`src/rtl/vram_arbiter_pkg.sv`:
```
// Shared encodings for the VRAM arbiter: FSM state codes, grant sources and
// the saturating wait-counter step.
package vram_arbiter_pkg;

  localparam logic [2:0] ST_IDLE    = 3'd0;
  localparam logic [2:0] ST_VID     = 3'd1;
  localparam logic [2:0] ST_CPU_RD  = 3'd2;
  localparam logic [2:0] ST_CPU_WR  = 3'd3;
  localparam logic [2:0] ST_CPU_RET = 3'd4;
  localparam logic [2:0] ST_CLR     = 3'd5;

  typedef enum logic [1:0] {
    GNT_NONE = 2'd0,
    GNT_VID  = 2'd1,
    GNT_CPU  = 2'd2,
    GNT_CLR  = 2'd3
  } gnt_e;

  function automatic logic [3:0] wait_inc(input logic [3:0] w);
    return (w == 4'hF) ? w : w + 4'h1;
  endfunction

endpackage

```
`src/rtl/vram_arbiter_clear_counter.sv`:
```
// Clear engine for the VRAM arbiter: walks cells 0..CELLS-1 one write per
// granted idle slot, and holds busy until the cycle after the last write.
module vram_arbiter_clear_counter #(
  parameter int A     = 10,
  parameter int CELLS = 1000
) (
  input  logic         clk,
  input  logic         reset_n,
  input  logic         clr_start,
  input  logic         clr_adv,
  output logic         clr_req,
  output logic [A-1:0] clr_addr,
  output logic         clr_busy
);

  localparam logic [A:0] CNT_END = (A+1)'(CELLS);

  logic [A:0] cnt_q, cnt_d;
  logic       busy_q, busy_d;

  always_comb begin
    cnt_d  = cnt_q;
    busy_d = busy_q;
    if (clr_start) begin
      busy_d = 1'b1;
      cnt_d  = '0;
    end else if (busy_q) begin
      // cnt reaching CNT_END means the final cell was written last cycle
      if (cnt_q == CNT_END) begin
        busy_d = 1'b0;
      end else if (clr_adv) begin
        cnt_d = cnt_q + (A+1)'(1);
      end
    end
  end

  always_ff @(posedge clk or negedge reset_n) begin
    if (!reset_n) begin
      cnt_q  <= '0;
      busy_q <= 1'b0;
    end else begin
      cnt_q  <= cnt_d;
      busy_q <= busy_d;
    end
  end

  assign clr_req  = busy_q && (cnt_q != CNT_END);
  assign clr_addr = cnt_q[A-1:0];
  assign clr_busy = busy_q;

endmodule

```
`src/rtl/vram_arbiter.sv`:
```
// Single-port character VRAM arbiter between video fetch, CPU bus and an
// optional clear engine (enabled with VRAM_CLEAR_EN).
//
// state      | meaning
// IDLE       | nothing issued this cycle
// VID        | video fetch issued to RAM
// CPU_RD     | CPU read issued to RAM
// CPU_WR     | CPU write issued, ack pulsing
// CPU_RET    | CPU read data returning from RAM, nothing new issued
// CLR        | clear engine write issued
module vram_arbiter
  import vram_arbiter_pkg::*;
#(
  parameter int           A            = 10,
  parameter int           D            = 8,
  parameter int           CELLS        = 1000,
  parameter int           CPU_MAX_WAIT = 3,
  parameter logic [D-1:0] FILL         = 8'h20
) (
  input  logic         clk,
  input  logic         reset_n,
`ifdef VRAM_CLEAR_EN
  input  logic         clr_start,
  output logic         clr_busy,
`endif
  input  logic         vid_req,
  input  logic [A-1:0] vid_addr,
  output logic [D-1:0] vid_data,
  output logic         vid_valid,
  output logic         vid_late,
  input  logic         cpu_req,
  input  logic         cpu_we,
  input  logic [A-1:0] cpu_addr,
  input  logic [D-1:0] cpu_wdata,
  output logic [D-1:0] cpu_rdata,
  output logic         cpu_ack,
  output logic [A-1:0] ram_addr,
  output logic         ram_we,
  output logic [D-1:0] ram_wdata,
  input  logic [D-1:0] ram_rdata
);

  localparam logic [3:0] MAX_WAIT = 4'(CPU_MAX_WAIT);

  logic [2:0]   state_q, state_d;
  logic         pend_q, pend_d;
  logic [A-1:0] pend_addr_q, pend_addr_d;
  logic [3:0]   wait_q, wait_d;
  logic         ret_vid_q, ret_vid_d;
  logic         ret_cpu_q, ret_cpu_d;
  logic [A-1:0] ram_addr_q, ram_addr_d;
  logic         ram_we_q, ram_we_d;
  logic [D-1:0] ram_wdata_q, ram_wdata_d;
  logic [D-1:0] vid_data_q, vid_data_d;
  logic         vid_valid_q, vid_valid_d;
  logic         vid_late_q, vid_late_d;
  logic [D-1:0] cpu_rdata_q, cpu_rdata_d;
  logic         cpu_ack_q, cpu_ack_d;

  gnt_e         gnt;
  logic         cpu_busy, cpu_elig, vid_new_gnt;
  logic         clr_req;
  logic [A-1:0] clr_addr;

`ifdef VRAM_CLEAR_EN
  logic clr_adv;
  assign clr_adv = (gnt == GNT_CLR);

  vram_arbiter_clear_counter #(
    .A     (A),
    .CELLS (CELLS)
  ) u_clear (
    .clk       (clk),
    .reset_n   (reset_n),
    .clr_start (clr_start),
    .clr_adv   (clr_adv),
    .clr_req   (clr_req),
    .clr_addr  (clr_addr),
    .clr_busy  (clr_busy)
  );
`else
  assign clr_req  = 1'b0;
  assign clr_addr = '0;
`endif

  always_comb begin
    // A held cpu_req stays ineligible until its ack has been seen by the bus
    cpu_busy = (state_q == ST_CPU_RD) || ret_cpu_q || cpu_ack_q;
    cpu_elig = cpu_req && !cpu_busy;

    gnt = GNT_NONE;
    if (pend_q)                              gnt = GNT_VID;
    else if (cpu_elig && wait_q >= MAX_WAIT) gnt = GNT_CPU;
    else if (vid_req)                        gnt = GNT_VID;
    else if (cpu_elig)                       gnt = GNT_CPU;
    else if (clr_req)                        gnt = GNT_CLR;
    vid_new_gnt = (gnt == GNT_VID) && !pend_q;

    state_d     = ST_IDLE;
    pend_d      = pend_q;
    pend_addr_d = pend_addr_q;
    wait_d      = wait_q;
    ram_addr_d  = ram_addr_q;
    ram_we_d    = 1'b0;
    ram_wdata_d = ram_wdata_q;
    vid_data_d  = vid_data_q;
    vid_valid_d = 1'b0;
    vid_late_d  = vid_late_q;
    cpu_rdata_d = cpu_rdata_q;
    cpu_ack_d   = 1'b0;

    if (vid_req && !vid_new_gnt) begin
      pend_d      = 1'b1;
      pend_addr_d = vid_addr;
      vid_late_d  = 1'b1;
    end else if (gnt == GNT_VID && pend_q) begin
      pend_d = 1'b0;
    end

    if (gnt == GNT_CPU)  wait_d = 4'h0;
    else if (cpu_elig)   wait_d = wait_inc(wait_q);

    case (gnt)
      GNT_VID: begin
        ram_addr_d = pend_q ? pend_addr_q : vid_addr;
        state_d    = ST_VID;
      end
      GNT_CPU: begin
        ram_addr_d  = cpu_addr;
        ram_we_d    = cpu_we;
        ram_wdata_d = cpu_wdata;
        cpu_ack_d   = cpu_we;
        state_d     = cpu_we ? ST_CPU_WR : ST_CPU_RD;
      end
      GNT_CLR: begin
        ram_addr_d  = clr_addr;
        ram_we_d    = 1'b1;
        ram_wdata_d = FILL;
        state_d     = ST_CLR;
      end
      default: state_d = (state_q == ST_CPU_RD) ? ST_CPU_RET : ST_IDLE;
    endcase

    ret_vid_d = (state_q == ST_VID);
    ret_cpu_d = (state_q == ST_CPU_RD);
    if (ret_vid_q) begin
      vid_data_d  = ram_rdata;
      vid_valid_d = 1'b1;
    end
    if (ret_cpu_q) begin
      cpu_rdata_d = ram_rdata;
      cpu_ack_d   = 1'b1;
    end
  end

  always_ff @(posedge clk or negedge reset_n) begin
    if (!reset_n) begin
      state_q     <= ST_IDLE;
      pend_q      <= 1'b0;
      pend_addr_q <= '0;
      wait_q      <= 4'h0;
      ret_vid_q   <= 1'b0;
      ret_cpu_q   <= 1'b0;
      ram_addr_q  <= '0;
      ram_we_q    <= 1'b0;
      ram_wdata_q <= '0;
      vid_data_q  <= '0;
      vid_valid_q <= 1'b0;
      vid_late_q  <= 1'b0;
      cpu_rdata_q <= '0;
      cpu_ack_q   <= 1'b0;
    end else begin
      state_q     <= state_d;
      pend_q      <= pend_d;
      pend_addr_q <= pend_addr_d;
      wait_q      <= wait_d;
      ret_vid_q   <= ret_vid_d;
      ret_cpu_q   <= ret_cpu_d;
      ram_addr_q  <= ram_addr_d;
      ram_we_q    <= ram_we_d;
      ram_wdata_q <= ram_wdata_d;
      vid_data_q  <= vid_data_d;
      vid_valid_q <= vid_valid_d;
      vid_late_q  <= vid_late_d;
      cpu_rdata_q <= cpu_rdata_d;
      cpu_ack_q   <= cpu_ack_d;
    end
  end

  assign ram_addr  = ram_addr_q;
  assign ram_we    = ram_we_q;
  assign ram_wdata = ram_wdata_q;
  assign vid_data  = vid_data_q;
  assign vid_valid = vid_valid_q;
  assign vid_late  = vid_late_q;
  assign cpu_rdata = cpu_rdata_q;
  assign cpu_ack   = cpu_ack_q;

endmodule
```
`config.mk`:
```
export PLATFORM = sky130hd
export DESIGN_NAME = vram_arbiter
export DESIGN_NICKNAME = d
export VERILOG_FILES = /design/src/rtl/vram_arbiter_pkg.sv /design/src/rtl/vram_arbiter_clear_counter.sv /design/src/rtl/vram_arbiter.sv
export SDC_FILE = /design/constraint.sdc
export NUM_CORES = 1
export LEC_CHECK = 0
export ABC_CLOCK_PERIOD_IN_PS = 5500
export CORE_ASPECT_RATIO = 1.2
export CORE_MARGIN = 2
export CORE_UTILIZATION = 35
export CTS_BUF_LIST = sky130_fd_sc_hd__clkbuf_4 sky130_fd_sc_hd__clkbuf_8 sky130_fd_sc_hd__clkbuf_16
export DETAILED_ROUTE_END_ITERATION = 10
export GPL_TIMING_DRIVEN = 0
export SLEW_MARGIN = 25
export SYNTH_ARGS = -nofsm -noshare
export SYNTH_HDL_FRONTEND = slang
export SYNTH_SLANG_ARGS = --single-unit
```
`constraint.sdc`:
```
create_clock -name clk -period 5.5 [get_ports clk]
set_input_delay 1.375 -clock clk [delete_from_list [all_inputs] [get_ports clk]]
set_output_delay 1.375 -clock clk [all_outputs]
set_load 0.02 [all_outputs]
```
==> results.json, run 1 <==
{
  "drtIter0Drc": 52,
  "pwr_density_cell_mw_per_mm2": 532.2,
  "end_kind": "flip-flop",
  "synth_compound_area_share_pct": 9.059,
  "crit_type": "primary input to flip-flop",
  "ant_nets": 0,
  "start_kind": "primary input",
  "fp-row-count": 33,
  "max_freq_mhz": 323.4,
  "clock_tree.htree_level_count": 3,
  "period_share_pct": 56.23,
  "synth_ff_type": "dfrtp_1",
  "core_area_mm2": 0.006895,
  "antenna_found_initial": 0,
  "ctsHoldBuffers": 0,
  "vias": 1817,
  "area_growth_pct": 44.95,
  "layout_min_cycle_time_ns": 3.092,
  "clock_sinks": 58,
  "clockRootBuffer": "clkbuf_8",
  "ys_ff_latch": 58,
  "setup_viol": 0,
  "diodes": 0,
  "grt.total_usage_pct": 15.16,
  "maxCapViolCount": 0,
  "hold_path.class": "flip-flop to flip-flop",
  "grt_pass1_vias": 1876,
  "cts_buffers": 9,
  "ios": 79,
  "status": "completed",
  "netlist-cell-type-count": 31,
  "reg2reg_depth": 6,
  "yosys.area_share.simple_pct": 11.01,
  "synth_top_family_by_area": "multiplexers",
  "skew_ns": 0.009775,
  "synth_adder_area_share_pct": 0.5005,
  "hpwl_um": 3843,
  "register_area_mm2": 0.001451,
  "hold_viol_final": 0,
  "grt_max_degree": 44,
  "die_h_um": 96.58,
  "multi_input_area_um2": 949.7,
  "p_leak_nw": 1.557,
  "slew_headroom_pct": 64.73,
  "setup_tns_ns": 0,
  "grt_pass1_wl_um": 8804,
  "viasPerCell": 4.871,
  "overflow": 0,
  "tightestPinTransition_ns": 0.5290,
  "post_cts_resize_count": 0,
  "start_util_pct": 36.25,
  "crit_chain": "clkdlybuf4s50_1 > clkbuf_1 > clkbuf_1 > a2111oi_0 > nor3_1",
  "postCtsSetupBuffers": 0,
  "die_x_um": 81.15,
  "worstPathRequired_ns": 5.74,
  "die_area_mm2": 0.007837,
  "async_flop_share_pct": 100.0,
  "cp.arrival_ns": 3.33,
  "synth_edf_count": 0,
  "syn_avg_cell_area_um2": 13.09,
  "peakVddDrop_uv": 215.2,
  "routed_wl_um": 5545,
  "synth_area_mm2": 0.002500,
  "holdPathStages": 0,
  "syn-num-nets": 233,
  "nets": 323,
  "cp_max_fo": 10,
  "drt_first_pass_iters": 4,
  "synthXorXnorAreaFrac_pct": 0,
  "grt_setup_unrepaired": "false",
  "gp_congestion": 0.7511,
  "path_common_cell": "clkbuf_1",
  "cts.clk_slew.worst_paths_ns": 0.07,
  "critical-path-slowest-cell": "clkdlybuf4s50_1",
  "port_buffers": 78,
  "drcViolationCount": 0,
  "yosysSeqAreaShare_pct": 58.06,
  "drv_slew": 0,
  "cts_tree": "done",
  "synth_mux_area_share_pct": 17.42,
  "clk_latency_ns": 0.33,
  "wl_per_cell_um": 14.87,
  "synth_warnings": 0,
  "slowest_delay_ns": 0.65,
  "clockBufferDepth": 2,
  "drive_gt1_share_pct": 23.08,
  "final_util_pct": 52.55,
  "synth_cells": 191,
  "nFillCells": 604
}
[cells in the final DEF, fill, tap and decap left out, drive strengths merged, types with 2 or more instances in the layout]
master | netlist | final
a2111oi | 10 | 10
a21oi | 4 | 4
buf | 6 | 8
clkbuf | 5 | 17
clkdlybuf4s50 | 0 | 77
clkinvlp | 0 | 2
dfrtp | 58 | 58
inv | 6 | 6
mux2 | 36 | 36
nand2 | 3 | 3
nand3 | 2 | 2
nor2 | 13 | 13
nor2b | 11 | 11
nor3 | 11 | 11
nor3b | 2 | 2
o21ai | 2 | 2
o22ai | 10 | 10
[metal layers]
metal,routed length (µm),vias to the layer above,GRT usage [%]
li1,-,868,-
met1,2566,871,18.87
met2,2563,68,24.59
met3,313,10,3.625
met4,101,0,7.627
met5,0,-,0
[final cells by class]
| cell class | count | share of cell area (%) |
|---|---|---|
| Multi-Input combinational cell | 116 | 26.21 |
| Sequential cell | 58 | 40.06 |
| Inverter | 6 | 0.6215 |
| Clock inverter | 4 | 1.381 |
| Buffer | 11 | 2.106 |
| Tap cell | 87 | 3.004 |
| Clock buffer | 12 | 4.385 |
| Timing Repair Buffer | 79 | 22.24 |
[synthesized netlist by cell type, types with 2 or more instances]
cell | n | area, µm²
buf_6 | 4 | 45.04
nand3_1 | 2 | 10.01
a2111oi_0 | 10 | 87.58
nand2_1 | 3 | 11.26
mux2_4 | 8 | 120.1
a21oi_1 | 4 | 20.02
mux2_2 | 28 | 315.3
nor2_1 | 13 | 48.80
o22ai_1 | 10 | 62.56
dfrtp_1 | 58 | 1451
inv_1 | 6 | 22.52
clkbuf_1 | 5 | 18.77
nor3_1 | 11 | 55.05
nor2b_1 | 11 | 68.82
o21ai_0 | 2 | 10.01
[cells by family (layout without fill, tap and decap cells)]
family / count (synthesis) / count (layout)
DFF: 58 / 58
and+or+nand+nor: 49 / 49
muxes: 36 / 36
AOI/OAI and AO/OA: 30 / 30
buffers and inverters: 17 / 112
adders and majority gates: 1 / 1
[flip-flops by register name (all words and copies together) (netlist names)]
signal,count
state_q,3
cpu_ack,1
wait_q,4
ret_cpu_q,1
pend_q,1
ret_vid_q,1
cpu_rdata,8
ram_addr,10
vid_valid,1
pend_addr_q,10
ram_we,1
ram_wdata,8
vid_data,8
vid_late,1
[per-stage QoR]
step                      cell area, µm²  hold slack [ns]  power, mW  setup WS (ns)  cells
after floorplan                     2500           0.3519      1.171          2.903    191
after global placement              3390           0.3531      1.528          1.168    356
after detailed placement            3415           0.3674      1.544          2.047    357
after CTS                           3623           0.3879      1.955          2.386    373
after global routing                3623           0.3909      2.045          2.225    373
final                               3623           0.3876      1.929          2.408    373
[worst max-delay path: cells and delay by family]
kind            cells  cell delay [ns]
compound gates      1             0.19
buf+inv             3             1.53
simple gates        1             0.23
[power by group]
| part | leakage [nW] | internal, mW | switching, mW |
|---|---|---|---|
| registers | 0.702 | 0.607 | 0.0910 |
| logic | 0.753 | 0.455 | 0.374 |
| clock network | 0.102 | 0.238 | 0.163 |
| total | 1.56 | 1.30 | 0.628 |
[path summary, 6_finish.rpt]
check,slack (ns),endpoint,startpoint
setup reg to reg,3.57,pend_addr_q[5],state_q[2]
min in group asynchronous,0.91,vid_data[0],reset_n
max in group asynchronous,4.10,pend_addr_q[0],reset_n
setup / recovery,2.41,ram_addr[8],vid_req
hold / removal,0.39,vid_valid,ret_vid_q
hold reg to reg,0.39,vid_valid,ret_vid_q
No activity file was read; power rests on OpenSTA's default activity.
==> inputs of run 2 (changes only) <==
--- a/config.mk
+++ b/config.mk
@@ -5,7 +5,7 @@
 export SDC_FILE = /design/constraint.sdc
 export NUM_CORES = 1
 export LEC_CHECK = 0
-export ABC_CLOCK_PERIOD_IN_PS = 5500
+export ABC_CLOCK_PERIOD_IN_PS = 3120
 export CORE_ASPECT_RATIO = 1.2
 export CORE_MARGIN = 2
 export CORE_UTILIZATION = 35
==> constraint.sdc (replaced) <==
create_clock -name clk -period 3.12 [get_ports clk]
set_input_delay 0.78 -clock clk [delete_from_list [all_inputs] [get_ports clk]]
set_output_delay 0.78 -clock clk [all_outputs]
set_load 0.02 [all_outputs]
==> results of run 2 <==
Same layout as run 1 (identical final DEF). Status: completed.
Among the figures that moved: setup slack after placement 2.047 ns -> 0.2621 ns; setup slack after layout 2.408 ns -> 0.6225 ns; hold slack 0.3876 ns -> 0.3112 ns; register-to-register setup slack 3.57 ns -> 1.19 ns; total power 1.929 mW -> 3.400 mW; worst IR drop on VDD 215.2 µV -> 379.3 µV
==> inputs of run 3 (changes only) <==
--- a/config.mk
+++ b/config.mk
@@ -5,13 +5,14 @@
 export SDC_FILE = /design/constraint.sdc
 export NUM_CORES = 1
 export LEC_CHECK = 0
-export ABC_CLOCK_PERIOD_IN_PS = 3120
+export ABC_CLOCK_PERIOD_IN_PS = 2100
 export CORE_ASPECT_RATIO = 1.2
 export CORE_MARGIN = 2
 export CORE_UTILIZATION = 35
 export CTS_BUF_LIST = sky130_fd_sc_hd__clkbuf_4 sky130_fd_sc_hd__clkbuf_8 sky130_fd_sc_hd__clkbuf_16
 export DETAILED_ROUTE_END_ITERATION = 10
 export GPL_TIMING_DRIVEN = 0
+export PLACE_DENSITY = 0.66
 export SLEW_MARGIN = 25
 export SYNTH_ARGS = -nofsm -noshare
 export SYNTH_HDL_FRONTEND = slang
==> constraint.sdc (replaced) <==
create_clock -name clk -period 2.1 [get_ports clk]
set_input_delay 0.525 -clock clk [delete_from_list [all_inputs] [get_ports clk]]
set_output_delay 0.525 -clock clk [all_outputs]
set_load 0.02 [all_outputs]
==> run 3 against run 2 <==
Count of clock-buffer cells in the layout shrank 2. Die area stayed put. Sequential power increased by 50%. Cell area hardly changed. First-iteration DRC count down 3.8%. Clock power increased by 60%. Largest cell class unchanged. Highest routed layer unchanged.
==> results.json, run 3 (synthesis results as in run 1) <==
{
  "hpwl_um": 3874,
  "setup_viol": 0,
  "crit_chain": "clkdlybuf4s50_1 > nor3b_2 > or4b_1 > buf_6 > mux2_4",
  "critical-path-slowest-cell": "or4b_1",
  "wl_met3_um": 371,
  "timing.hold.ws_ns": 0.09408,
  "start_kind": "primary input",
  "final_common_cell": "clkdlybuf4s50_1",
  "cts.clk_slew.worst_paths_ns": 0.06,
  "ios": 79,
  "drive_gt1_share_pct": 23.43,
  "fp-row-count": 33,
  "final_cell_mix": "clkdlybuf4s50_1 (76), dfrtp_1 (58), mux2_2 (28)",
  "worstPathRequired_ns": 2.31,
  "top_layer_used": "met4",
  "ant_nets": 0,
  "placed_area_mm2": 0.003407,
  "slowest_delay_ns": 0.50,
  "p_total_mw": 5.131,
  "p_leak_nw": 1.572,
  "hold_path.class": "primary input to asynchronous set/reset pin",
  "pwr_density_cell_mw_per_mm2": 1416,
  "core_area_mm2": 0.006895,
  "reg2reg_slack_ns": 0.14,
  "drtIter0Drc": 50,
  "clockRootBuffer": "clkbuf_8",
  "clockBufferDepth": 2,
  "routed_wl_um": 5600,
  "final_cell_area_mm2": 0.003625,
  "ctsHoldBuffers": 0,
  "grt_setup_unrepaired": "false",
  "nFillCells": 618,
  "reg2reg_from": "state_q[2]",
  "tightestPinTransition_ns": 0.5628,
  "gp_congestion": 0.7887,
  "layout_min_cycle_time_ns": 2.005,
  "clk_latency_ns": 0.33,
  "cts_buffers": 9,
  "register_area_mm2": 0.001451,
  "clock_tree.htree_level_count": 3,
  "die_area_mm2": 0.007837,
  "multi_input_area_um2": 949.7,
  "max_freq_mhz": 498.8,
  "status": "completed",
  "worst_r2r_endpoint": "pend_addr_q[8]",
  "vias": 1844,
  "period_share_pct": 95.46,
  "cts_tree": "done",
  "maxCapViolCount": 0,
  "cp.arrival_ns": 2.21,
  "die_x_um": 81.15,
  "met2_length_um": 2593,
  "final_cells": 373,
  "overflow": 0,
  "wl_per_cell_um": 15.01,
  "area_growth_pct": 45.00,
  "start_util_pct": 36.25,
  "grt.total_usage_pct": 15.29,
  "grt_pass1_wl_um": 8907,
  "grt_max_degree": 35,
  "port_buffers": 78,
  "drt_first_pass_iters": 4,
  "diodes": 0,
  "m1WireLength_um": 2514,
  "drcViolationCount": 0,
  "slew_headroom_pct": 62.48,
  "end_kind": "flip-flop",
  "clock_sinks": 58,
  "path_buf_inv": 2,
  "crit_type": "primary input to flip-flop",
  "grt_pass1_vias": 1923,
  "drv_slew": 0,
  "skew_ns": 0.008791,
  "reg2reg_depth": 6,
  "crit_family": "simple AND/OR/NAND/NOR gates",
  "setup_tns_ns": 0,
  "die_h_um": 96.58,
  "antenna_found_initial": 0,
  "peakVddDrop_uv": 570.4,
  "hold_viol_final": 0,
  "nets": 323,
  "dpl.cell_count": 357,
  "viasPerCell": 4.944,
  "final_util_pct": 52.57,
  "dp_worst_setup_slack_ns": -0.4385,
  "cp_max_fo": 10,
  "final.setup.worst_slack_ns": 0.09528
}
-- run 3: area by class of cell --
cell class / count / share of cell area (%)
flip-flops and latches: 58 / 40.04
multi-input cells: 116 / 26.20
repair buffers: 79 / 21.99
clock buffers: 10 / 3.797
well taps: 87 / 3.003
clock inverters: 6 / 2.209
plain buffers: 11 / 2.140
inverters: 6 / 0.6213
-- run 3: repair_timing --
item,CTS,global route
setup endpoints to repair,17,0
resized for setup,2,0
buffers inserted,0,0
-- run 3: worst register-to-register path: stages (launching register included) --
cell and delay, ns:
dfrtp_1 0.38, or3b_4 0.42, and2_1 0.16, buf_6 0.14
a22oi_4 0.15, buf_4 0.23, mux2_2 0.36
-- run 3: report_power, final --
group	switching [mW]	internal [mW]	leakage (nW)
logic	0.974	1.19	0.754
registers	0.251	1.59	0.702
clock network	0.434	0.692	0.116
total	1.66	3.47	1.57
-- run 3: how the worst max path moves through the flow --
| stage | start | cells after the start | endpoint | slack (ns) |
|---|---|---|---|---|
| after floorplan | state_q[2] | 6 | pend_addr_q[2] | 0.30 |
| after global placement | reset_n | 1 | vid_data[0] | -1.36 |
| after detailed placement | vid_req | 5 | ram_addr[7] | -0.44 |
| after CTS | cpu_req | 5 | ram_wdata[3] | 0.1 |
| after global routing | cpu_req | 6 | ram_addr[7] | 0.008 |
| final | cpu_req | 5 | ram_wdata[3] | 0.1 |
-- run 3: per-layer routing --
layer  GRT usage (%)  up-vias
li1                -      879
met1           19.12      879
met2           24.31       74
met3           3.903       12
met4           8.051        0
met5               0        -
